===== src/rtl/trap_ctrl_pkg.sv =====
// Shared encodings for the trap/return sequencer: FSM states and redirect kind.
package trap_ctrl_pkg;

  typedef enum logic [1:0] {
    TRAP_IDLE  = 2'd0,
    TRAP_FLUSH = 2'd1,
    TRAP_REDIR = 2'd2,
    TRAP_HALT  = 2'd3
  } trap_state_t;

  typedef enum logic {
    KIND_TRAP = 1'b0,
    KIND_RET  = 1'b1
  } trap_kind_t;

  localparam int FLUSH_CNT_W = 4;

endpackage


===== src/rtl/trap_ctrl_if.sv =====
// Redirect handshake from the trap sequencer towards fetch.
interface trap_ctrl_if #(
  parameter int XLEN = 32
);
  logic            redirect_valid;
  logic [XLEN-1:0] redirect_pc;
  logic            redirect_ready;

  modport master (output redirect_valid, output redirect_pc, input redirect_ready);
  modport slave  (input redirect_valid, input redirect_pc, output redirect_ready);
endinterface


===== src/rtl/trap_ctrl.sv =====
// Trap/return sequencer: flushes younger work, then hands one redirect PC to fetch.
// Tracks handler nesting and halts on a trap taken inside a handler.
module trap_ctrl
  import trap_ctrl_pkg::*;
#(
  parameter int XLEN         = 32,
  parameter int FLUSH_CYCLES = 2,
  parameter int CNT_W        = 16
) (
  input  logic             i_clk,
  input  logic             i_rst,
  input  logic             i_ex,
  input  logic             i_eret,
  input  logic [XLEN-1:0]  i_tvec,
  input  logic [XLEN-1:0]  i_epc,
  input  logic [XLEN-1:0]  i_cause,
  trap_ctrl_if.master      redir,
  output logic             o_stall,
  output logic             o_flush,
  output logic             o_trap_taken,
  output logic [XLEN-1:0]  o_cause_q,
  output logic             o_in_handler,
  output logic             o_halt,
  output logic [CNT_W-1:0] o_trap_count
);

  localparam logic [FLUSH_CNT_W-1:0] FLUSH_LOAD = FLUSH_CNT_W'(FLUSH_CYCLES - 1);
  localparam logic [XLEN-1:0]        ALIGN_MASK = ~(XLEN'(3));

  trap_state_t            state_reg, state_next;
  trap_kind_t             kind_reg, kind_next;
  logic [FLUSH_CNT_W-1:0] flush_cnt_reg, flush_cnt_next;
  logic [XLEN-1:0]        target_reg, target_next;
  logic [XLEN-1:0]        cause_reg, cause_next;
  logic                   in_handler_reg, in_handler_next;
  logic                   trap_taken_reg, trap_taken_next;
  logic [CNT_W-1:0]       trap_count_reg, trap_count_next;

  always_ff @(posedge i_clk) begin
    if (!i_rst) begin
      state_reg      <= TRAP_IDLE;
      kind_reg       <= KIND_TRAP;
      flush_cnt_reg  <= '0;
      target_reg     <= '0;
      cause_reg      <= '0;
      in_handler_reg <= 1'b0;
      trap_taken_reg <= 1'b0;
      trap_count_reg <= '0;
    end else begin
      state_reg      <= state_next;
      kind_reg       <= kind_next;
      flush_cnt_reg  <= flush_cnt_next;
      target_reg     <= target_next;
      cause_reg      <= cause_next;
      in_handler_reg <= in_handler_next;
      trap_taken_reg <= trap_taken_next;
      trap_count_reg <= trap_count_next;
    end
  end

  always_comb begin
    state_next      = state_reg;
    kind_next       = kind_reg;
    flush_cnt_next  = flush_cnt_reg;
    target_next     = target_reg;
    cause_next      = cause_reg;
    in_handler_next = in_handler_reg;
    trap_taken_next = 1'b0;
    trap_count_next = trap_count_reg;

    case (state_reg)
      TRAP_IDLE: begin
        // A trap wins over a simultaneous mret; a trap inside a handler is fatal.
        if (i_ex) begin
          if (in_handler_reg) begin
            state_next = TRAP_HALT;
          end else begin
            target_next    = i_tvec & ALIGN_MASK;
            kind_next      = KIND_TRAP;
            cause_next     = i_cause;
            flush_cnt_next = FLUSH_LOAD;
            state_next     = TRAP_FLUSH;
          end
        end else if (i_eret) begin
          target_next    = i_epc & ALIGN_MASK;
          kind_next      = KIND_RET;
          flush_cnt_next = FLUSH_LOAD;
          state_next     = TRAP_FLUSH;
        end
      end
      TRAP_FLUSH: begin
        if (flush_cnt_reg == '0) begin
          state_next = TRAP_REDIR;
        end else begin
          flush_cnt_next = flush_cnt_reg - 1'b1;
        end
      end
      TRAP_REDIR: begin
        if (redir.redirect_ready) begin
          state_next = TRAP_IDLE;
          if (kind_reg == KIND_TRAP) begin
            trap_taken_next = 1'b1;
            in_handler_next = 1'b1;
            if (trap_count_reg != '1) begin
              trap_count_next = trap_count_reg + 1'b1;
            end
          end else begin
            in_handler_next = 1'b0;
          end
        end
      end
      TRAP_HALT: begin
        state_next = TRAP_HALT;
      end
      default: begin
        state_next = TRAP_IDLE;
      end
    endcase
  end

  // Handshake and status outputs decode from state; the rest come from registers.
  always_comb begin
    o_stall              = (state_reg != TRAP_IDLE);
    o_flush              = (state_reg == TRAP_FLUSH);
    o_halt               = (state_reg == TRAP_HALT);
    redir.redirect_valid = (state_reg == TRAP_REDIR);
    redir.redirect_pc    = target_reg;
    o_trap_taken         = trap_taken_reg;
    o_cause_q            = cause_reg;
    o_in_handler         = in_handler_reg;
    o_trap_count         = trap_count_reg;
  end

endmodule


===== src/flat_wrapper.sv =====
// flat-port wrapper written by rule: the top's interface ports become plain ports
module trap_ctrl_flat import trap_ctrl_pkg::*;
#(
  parameter int XLEN         = 32,
  parameter int FLUSH_CYCLES = 2,
  parameter int CNT_W        = 16
)
  (i_clk, i_rst, i_ex, i_eret, i_tvec, i_epc, i_cause, o_stall, o_flush, o_trap_taken, o_cause_q, o_in_handler, o_halt, o_trap_count, redir_redirect_valid, redir_redirect_pc, redir_redirect_ready);
  trap_ctrl_if #(.XLEN(XLEN)) redir_i ();
  input  logic i_clk;
  input  logic i_rst;
  input  logic i_ex;
  input  logic i_eret;
  input  logic [XLEN-1:0] i_tvec;
  input  logic [XLEN-1:0] i_epc;
  input  logic [XLEN-1:0] i_cause;
  output logic o_stall;
  output logic o_flush;
  output logic o_trap_taken;
  output logic [XLEN-1:0] o_cause_q;
  output logic o_in_handler;
  output logic o_halt;
  output logic [CNT_W-1:0] o_trap_count;
  output wire logic [$bits(redir_i.redirect_valid)-1:0] redir_redirect_valid;
  output wire logic [$bits(redir_i.redirect_pc)-1:0] redir_redirect_pc;
  input wire logic [$bits(redir_i.redirect_ready)-1:0] redir_redirect_ready;
  assign redir_redirect_valid = redir_i.redirect_valid;
  assign redir_redirect_pc = redir_i.redirect_pc;
  assign redir_i.redirect_ready = redir_redirect_ready;
  trap_ctrl #(.XLEN(XLEN), .FLUSH_CYCLES(FLUSH_CYCLES), .CNT_W(CNT_W)) u_core (.i_clk(i_clk), .i_rst(i_rst), .i_ex(i_ex), .i_eret(i_eret), .i_tvec(i_tvec), .i_epc(i_epc), .i_cause(i_cause), .redir(redir_i), .o_stall(o_stall), .o_flush(o_flush), .o_trap_taken(o_trap_taken), .o_cause_q(o_cause_q), .o_in_handler(o_in_handler), .o_halt(o_halt), .o_trap_count(o_trap_count));
endmodule

===== config.mk =====
export PLATFORM = sky130hd
export DESIGN_NAME = trap_ctrl_flat
export DESIGN_NICKNAME = d
export VERILOG_FILES = /design/src/rtl/trap_ctrl_pkg.sv /design/src/rtl/trap_ctrl_if.sv /design/src/rtl/trap_ctrl.sv /design/src/flat_wrapper.sv
export SDC_FILE = /design/constraint.sdc
export NUM_CORES = 1
export LEC_CHECK = 0
export CORE_MARGIN = 2
export CORE_UTILIZATION = 41
export DETAILED_ROUTE_END_ITERATION = 10
export PLACE_DENSITY = 0.81
export SLEW_MARGIN = 10
export SYNTH_ARGS = -nofsm -noshare
export SYNTH_HDL_FRONTEND = slang
export SYNTH_SLANG_ARGS = --single-unit

===== constraint.sdc =====
create_clock -name i_clk -period 2.4 [get_ports i_clk]
set_input_delay 0.24 -clock i_clk [delete_from_list [all_inputs] [get_ports i_clk]]
set_output_delay 0.24 -clock i_clk [all_outputs]
set_load 0.01 [all_outputs]

==> qor.txt, run 1 <==
Post-Syn Area: 3960 µm²
Antenna-violating nets left: 0
Clock latency on the worst-skew pair: 0.34 ns
Final setup TNS: 0 ns
# IOs: 187
Critical setup path kind: flip-flop to primary output
Total CTS buffers: 9
Vias in the first global route: 3535
Critical Path AT: 1.79 ns
# port buffers: 180
DR vias/cell: 4.89
VDD IR max: 0.000681 V
Most used flip-flop cell after synthesis: dfxtp_1
Final period util: 84.6%
Post-place setup slack: 0.412 ns
Remaining DRCs: 0
Ant diodes: 0
Layout area overhead: 53.5%
Die width: 102 µm
Standard-cell rows: 35
CTS Hold Buffers Added: 0
Synth Register Bits: 87
Critical Path Fanout Max: 4
CTS root buf: clkbuf_8
Final Slew Violations: 0
Pwr Density: 878 nW/µm²
Ys async rst share: 0%
CTS clock-pin slew for the worst setup and hold paths: 0.09 ns
Highest clock rate: 493 MHz
DRT Wirelength: 10100 µm
Int Pwr: 3.56 mW
First DRT Iteration DRCs: 72
Register area share after synthesis: 44.0%
Max_slew headroom: 58.1%
Tot GR Track Use: 19.1%
Cell variety after synth: 42
Status: finished clean
Clk sink count: 87
Die area: 10500 µm²
Seq pwr share: 37.3%
Mean Syn Cell Area: 9.16 µm²
Via count: 3587
Pre-antenna DRT Iters: 4
Per-cell routed wire length: 13.7 µm
Die Ht: 102 µm
Slew @ Worst Pin: 0.628 ns
Setup crit end kind: primary output
CTS tree: built
Final worst path period need: 2.03 ns
Clock share of power: 21.7%
Yosys top cell area share: 44.0%
Max Clock Skew: 0.0146 ns
Max reg flops: 32
Commonest non-fill, non-tap cell in the layout: clkdlybuf4s50_1
FILL cells: 801
# setup viols final: 0
Net switching power figure: 1.77 mW
Final hold vios: 0
Cts repair resizes: 0
DP HPWL: 7600 µm
Initial antenna violation count: 0
GPL Wtd Cong: 0.793
Layout cells sized above 1: 5.79%
Synth area leaders: dfxtp_1, nand2_1, mux2i_1, o211a_1, a21boi_1
Final core occ: 65.5%
Starting density of the core: 42.6%
Largest net degree at the start of global routing: 37
Total design power: 5.33 mW
Worst path required time: 2.16 ns
Synth area leader: dfxtp_1
Most frequent cells in the layout: clkdlybuf4s50_1, nand2_1, dfxtp_1, mux2i_1, o211a_1
Sw Ratio: 33.3%
Hold Path Class: input port to flip-flop
Global-route wire length before repair: 16000 µm
Logic pwr share: 41.0%
Cells after synthesis: 432
Post-CTS setup buffers: 0
CTS max path bufs: 2
Core Footprint: 9280 µm²
H-tree levels: 3
Nets: 709
Total gr overflow: 0
Number of flops mapped to enable cells by yosys: 0
Synth warn: 0
MaxCap Viol Count: 0
RSZ-0062 raised after global routing: no
CP Launch Type: flip-flop
Static Leak: 2.69 nW
Fin worst setup slack: 0.370 ns
==> power by group through the flow <==
stage | sequential [mW] | combinational [mW] | clock [mW]
2_1_floorplan | 2.14 | 1.00 | 0
3_3_place_gp | 2.00 | 2.14 | 0
3_5_place_dp | 2.02 | 2.21 | 0
4_1_cts | 1.99 | 2.22 | 1.19
5_1_grt | 2.03 | 2.40 | 1.26
6_report | 1.99 | 2.18 | 1.16
==> metrics by stage <==
step / instance area (µm²) / hold slack, ns / cells
global placement: 5850 / 0.440 / 718
floorplan: 3960 / 0.375 / 433
global route: 6080 / 0.354 / 734
CTS: 6080 / 0.324 / 734
detailed placement: 5850 / 0.445 / 718
finish: 6080 / 0.339 / 734
==> layer usage <==
metal	part of all wire, %	up-vias	GRT usage [%]
met1	40	1666	21.5
met5	0	-	0
met3	7.2	9	5.75
met4	1.2	0	5.95
li1	-	1808	-
met2	51	104	34.7
==> critical path, stage by stage, from the launching register on <==
cell and delay [ns]:
dfxtp_1 0.39, inv_1 0.10, ha_1 0.25, inv_1 0.14
clkdlybuf4s50_1 0.58
==> cells in the mapped netlist, drive strengths merged (3+ instances only) <==
cell	instances
nand4	3
and2	14
o211a	32
ha	8
nor3	5
clkbuf	19
nor3b	3
inv	9
nor2	4
xor2	9
a21oi	7
nor2b	4
mux2i	33
buf	12
dfxtp	87
o21ai	3
nor4	6
nand2	110
nand3	6
xnor2	3
a21boi	35
nand2b	4
==> cell families (layout without fill, tap and decap cells) <==
logic type	after synthesis	in the layout	share of synthesized area (%)
compound gates	84	84	17.4
simple gates	167	167	20.6
buf+inv	40	212	4.30
flops	87	87	44.0
fa+ha+maj	8	8	2.53
other cells	1	2	0.0947
mux	33	33	8.34
xor+xnor	12	12	2.66
==> path summary, 6_finish.rpt <==
| kind | slack, ns | startpoint | cells after the start | to |
|---|---|---|---|---|
| worst max-delay path | 0.37 | u_core.state_reg[0] | 4 | o_stall |
| worst min-delay path | 0.34 | i_rst | 2 | u_core.redir.redirect_pc[27] |
| worst max register to register | 0.49 | u_core.state_reg[0] | 7 | u_core.o_trap_count[4] |
| worst min register to register | 0.46 | u_core.o_cause_q[3] | 2 | u_core.o_cause_q[3] |
==> final cells by class <==
type / instances / area [µm²] / area share [%]
Multi-Input combinational cell: 306 / 2060 / 34.0
Timing Repair Buffer: 187 / 1840 / 30.3
Sequential cell: 87 / 1740 / 28.7
Tap cell: 129 / 161 / 2.66
Clock buffer: 11 / 151 / 2.49
Clock inverter: 5 / 80.1 / 1.32
Inverter: 9 / 33.8 / 0.556
No activity file was read; power rests on OpenSTA's default activity.
==> inputs of run 2 (changes only) <==
==> constraint.sdc (replaced) <==
create_clock -name i_clk -period 2.1 [get_ports i_clk]
set_input_delay 0.21 -clock i_clk [delete_from_list [all_inputs] [get_ports i_clk]]
set_output_delay 0.21 -clock i_clk [all_outputs]
set_load 0.01 [all_outputs]
==> qor.txt, run 2 (synthesis gave the netlist of run 1 again) <==
Antenna-violating nets left: 0 (unchanged)
Critical Path Fanout Max: 11 (+7)
Pre-antenna DRT Iters: 4 (unchanged)
Setup crit end kind: primary output
Initial antenna violation count: 0 (unchanged)
GPL Wtd Cong: 0.801 (+0.96%)
DP HPWL: 7460 µm (-1.9%)
Final Slew Violations: 0 (unchanged)
CTS tree: built
Highest clock rate: 504 MHz
Clk sink count: 87 (unchanged)
Global-route wire length before repair: 15900 µm (-0.60%)
VDD IR max: 0.000762 V (+12%)
DRT Wirelength: 10100 µm (-0.18%)
Layout area overhead: 53.1%
Slew @ Worst Pin: 0.631 ns (+0.00331 ns)
R2R depth: 7 (unchanged)
Per-cell routed wire length: 13.7 µm (about the same)
Ant diodes: 0 (unchanged)
Pwr Density: 977 nW/µm² (+11%)
Nets: 708 (-0.14%)
Max Clock Skew: 0.0109 ns (-0.00373 ns)
Crit path launch: u_core.state_reg[1]
Placed cells: 717 (-0.14%)
# setup viols final: 0 (unchanged)
RSZ-0062 raised after global routing: no
CTS root buf: clkbuf_8
Die Ht: 102 µm (unchanged)
Non-filler cells, final: 733 (-0.14%)
Hold path start: i_ex
Total CTS buffers: 9 (unchanged)
# IOs: 187 (unchanged)
# port buffers: 180 (unchanged)
Hold Path Class: input port to flip-flop
Status: finished clean
Most frequent cells in the layout: clkdlybuf4s50_1, nand2_1, dfxtp_1, mux2i_1, o211a_1
First DRT Iteration DRCs: 114 (+58%)
MaxCap Viol Count: 0 (unchanged)
Static Leak: 2.69 nW (-0.11%)
Max_slew headroom: 57.9% (-0.22 points)
Fin worst setup slack: 0.115 ns (-0.256 ns)
FILL cells: 777 (-3.0%)
DR vias/cell: 4.90 (+0.22%)
Die area: 10500 µm² (unchanged)
H-tree levels: 3 (unchanged)
Standard-cell rows: 35 (unchanged)
Final hold vios: 0 (unchanged)
Logic pwr share: 42.4% (+1.4 points)
Total gr overflow: 0 (unchanged)
Final worst path period need: 1.99 ns
Starting density of the core: 42.6% (unchanged)
Hold_ws: 0.388 ns (+0.0486 ns)
CP Launch Type: flip-flop
Critical Path AT: 1.78 ns (about the same)
Die width: 102 µm (unchanged)
Int Pwr: 3.93 mW (+10%)
Critical setup path kind: flip-flop to primary output
Clock latency on the worst-skew pair: 0.33 ns (about the same)
Remaining DRCs: 0 (unchanged)
Layout cells sized above 1: 5.30% (-0.49 points)
Final setup TNS: 0 ns (unchanged)
Net switching power figure: 1.99 mW (+12%)
Vias in the first global route: 3524 (-0.31%)
Clock share of power: 19.1% (-2.6 points)
Worst path required time: 1.89 ns (-0.27 ns)
Post-place setup slack: 0.138 ns (-0.274 ns)
Largest net degree at the start of global routing: 91 (+150%)
Via count: 3590 (+0.084%)
Max reg flops: 32 (unchanged)
Worst setup path end: o_flush
Sw Ratio: 33.6% (+0.33 points)
Seq pwr share: 38.5% (+1.2 points)
Final period util: 94.5%
Tot GR Track Use: 18.9% (-0.22 points)
Reg-to-Reg Start: u_core.state_reg[0]
Register-to-Register Setup Slack: 0.21 ns (-0.28 ns)
CTS max path bufs: 2 (unchanged)
Commonest non-fill, non-tap cell in the layout: clkdlybuf4s50_1
Crit Reg-Reg Endpoint: u_core.o_trap_count[13]
CTS clock-pin slew for the worst setup and hold paths: 0.07 ns (-0.02 ns)
Core Footprint: 9280 µm² (unchanged)
[run 2: repair_timing]
item | in CTS | in global routing
gates resized for setup | 0 | 2
setup buffers | 0 | 0
hold buffers | 0 | 0
endpoints found under the setup margin | 0 | 3
endpoints found under the hold margin | 0 | 0
[run 2: layout make-up]
type,instances,area (µm²),area share [%]
sequential,87,1740,28.7
inverter,9,33.8,0.557
clock inverter,3,42.5,0.702
clock buffer,13,149,2.46
tap,129,161,2.66
timing repair buffer,186,1860,30.8
multi-input combinational,306,2070,34.1
[run 2: layer usage]
| metal | track usage (%) | vias up | part of all wire, % |
|---|---|---|---|
| met3 | 5.54 | 13 | 7.2 |
| li1 | - | 1809 | - |
| met5 | 0 | - | 0 |
| met2 | 34.8 | 118 | 51 |
| met4 | 5.64 | 0 | 1.6 |
| met1 | 21.1 | 1650 | 40 |
[run 2: power groups by stage]
stage	Combinational [mW]	Clock (mW)	Sequential (mW)
after floorplan	1.15	0	2.45
after global routing	2.76	1.25	2.33
final	2.51	1.13	2.28
after CTS	2.54	1.18	2.28
after global placement	2.47	0	2.28
after detailed placement	2.53	0	2.31
[run 2: critical path, cell delays in order (launching register included)]
cell and delay (ns):
dfxtp_1 0.34, inv_1 0.11, ha_1 0.37, clkdlybuf4s50_1 0.63
[run 2: how the worst min path moves through the flow]
stage	endpoint	slack, ns	cells after the start
2_1_floorplan	u_core.o_cause_q[10]	0.34	2
3_3_place_gp	u_core.o_cause_q[6]	0.44	2
3_5_place_dp	u_core.o_cause_q[3]	0.45	2
4_1_cts	u_core.state_reg[1]	0.37	5
5_1_grt	u_core.kind_reg	0.38	3
6_report	u_core.state_reg[1]	0.39	5
[run 2: per-stage QoR]
stage	util [%]	total power [mW]	instance area, µm²
after CTS	65.2	6.00	6050
after floorplan	-	3.59	3960
final	65.3	5.92	6060
after detailed placement	63.2	4.84	5860
after global placement	63.2	4.75	5860
after global routing	65.3	6.34	6060
==> inputs of run 3 (changes only) <==
--- a/config.mk
+++ b/config.mk
@@ -5,10 +5,12 @@
 export SDC_FILE = /design/constraint.sdc
 export NUM_CORES = 1
 export LEC_CHECK = 0
+export CORE_ASPECT_RATIO = 1.5
 export CORE_MARGIN = 2
 export CORE_UTILIZATION = 41
 export DETAILED_ROUTE_END_ITERATION = 10
 export PLACE_DENSITY = 0.81
+export SKIP_LAST_GASP = 1
 export SLEW_MARGIN = 10
 export SYNTH_ARGS = -nofsm -noshare
 export SYNTH_HDL_FRONTEND = slang
==> qor.txt, run 3 (synthesis gave the netlist of run 1 again) <==
Final period util: 93.8% (-0.73 points)
Antenna-violating nets left: 0 (unchanged)
Total CTS buffers: 9 (unchanged)
Tot GR Track Use: 19.6% (+0.72 points)
Max Clock Skew: 0.00564 ns (-0.00527 ns)
CTS Hold Buffers Added: 0 (unchanged)
Largest net degree at the start of global routing: 91 (unchanged)
H-tree levels: 3 (unchanged)
Vias in the first global route: 3587 (+1.8%)
Status: finished clean
Final core occ: 66.3% (+0.99 points)
Max reg flops: 32 (unchanged)
Final setup TNS: 0 ns (unchanged)
Pwr Density: 1060 nW/µm² (+8.5%)
Reg-to-Reg Start: u_core.state_reg[0]
Critical-path cell list: inv_1, ha_1, inv_2, clkdlybuf4s50_1
Commonest non-fill, non-tap cell in the layout: clkdlybuf4s50_1
Final worst path period need: 1.97 ns (-0.0152 ns)
Crit-path slowest cell: clkdlybuf4s50_1
CTS root buf: clkbuf_16
Nets: 708 (unchanged)
DP HPWL: 7480 µm (+0.26%)
Via count: 3633 (+1.2%)
Hold path start: i_ex
# IOs: 187 (unchanged)
Static Leak: 2.74 nW (+1.9%)
Clock latency on the worst-skew pair: 0.33 ns (about the same)
Layout area overhead: 55.8%
Total gr overflow: 0 (unchanged)
Remaining DRCs: 0 (unchanged)
Standard-cell rows: 43 (+23%)
MaxCap Viol Count: 0 (unchanged)
Starting density of the core: 42.5% (-0.11 points)
Worst path required time: 1.89 ns (about the same)
Die area: 10500 µm² (+0.16%)
Core Footprint: 9310 µm² (+0.26%)
DR vias/cell: 5.07 (+3.6%)
Initial antenna violation count: 0 (unchanged)
First DRT Iteration DRCs: 132 (+16%)
Setup crit end kind: primary output
CP Launch Type: flip-flop
Clk sink count: 87 (unchanged)
Post-CTS setup buffers: 0 (unchanged)
# port buffers: 180 (unchanged)
CTS tree: built
Final hold vios: 0 (unchanged)
Crit path launch: u_core.state_reg[0]
GPL Wtd Cong: 0.799 (-0.24%)
RSZ-0062 raised after global routing: no
DRT Wirelength: 10200 µm (+1.8%)
Most frequent cells in the layout: clkdlybuf4s50_1, nand2_1, dfxtp_1, mux2i_1, o211a_1
Crit path largest cell delay: 0.55 ns (-0.08 ns)
Critical Path Fanout Max: 4 (-7)
FILL cells: 759 (-2.3%)
Critical Path AT: 1.76 ns (-0.02 ns)
Max_slew headroom: 57.0% (-0.93 points)
Per-cell routed wire length: 14.3 µm (+4.2%)
Slew @ Worst Pin: 0.645 ns (+0.0140 ns)
Highest clock rate: 508 MHz (+0.77%)
Die Ht: 124 µm (+22%)
Final Slew Violations: 0 (unchanged)
Critical setup path kind: flip-flop to primary output
Hold Path Class: input port to flip-flop
Layout cells sized above 1: 5.63% (+0.33 points)
CTS max path bufs: 2 (unchanged)
Ant diodes: 0 (unchanged)
CTS clock-pin slew for the worst setup and hold paths: 0.06 ns (about the same)
Pre-antenna DRT Iters: 4 (unchanged)
Global-route wire length before repair: 16700 µm (+4.8%)
VDD IR max: 0.000549 V (-28%)
Die width: 84.2 µm (-18%)
# setup viols final: 0 (unchanged)
run 3: area by class of cell:
type	instances	area [µm²]	area share [%]
Clock inverter	3	65.1	1.05
Multi-Input combinational cell	306	2070	33.5
Tap cell	112	140	2.27
Timing Repair Buffer	186	1860	30.2
Sequential cell	87	1740	28.2
Inverter	9	33.8	0.548
Clock buffer	13	260	4.22
run 3: path summary, 6_finish.rpt:
path	to	slack (ns)	cells past startpoint
min reg2reg	u_core.o_cause_q[5]	0.45	2
max	o_stall	0.13	4
max reg2reg	u_core.o_trap_count[6]	0.22	7
min	u_core.state_reg[1]	0.38	5
run 3: what timing repair did:
action,4_1_cts,5_1_grt
endpoints found under the hold margin,0,0
resized for setup,0,2
endpoints found under the setup margin,0,2
run 3: critical path, delay by kind of cell (launching register included):
family	cells	cell delay (ns)
flops	1	0.39
buf+inv	3	0.78
fa+ha+maj	1	0.27
run 3: metal layers:
metal	global-route usage (%)	vias up	share of wire, %	routed length, µm
met5	0	-	0	0
met4	7.40	0	2.0	209
met3	7.29	14	8.3	854
met2	35.2	128	53	5380
met1	20.4	1682	37	3800
li1	-	1809	-	-
run 3: stage by stage:
step                hold WS, ns  total power, mW  std cells  cell area, µm²  worst slack [ns]
global route              0.410             6.95        716            6170            0.0499
global placement          0.442             4.76        700            5840             0.197
finish                    0.379             6.54        716            6170             0.130
CTS                       0.367             6.61        716            6170            0.0518
floorplan                 0.345             3.59        433            3960             0.329
detailed placement        0.444             4.86        700            5840             0.215
run 3: power breakdown:
group,switching [mW],internal (mW)
combinational,1.23,1.31
sequential,0.231,2.05
clock,0.607,1.11
total,2.07,4.47
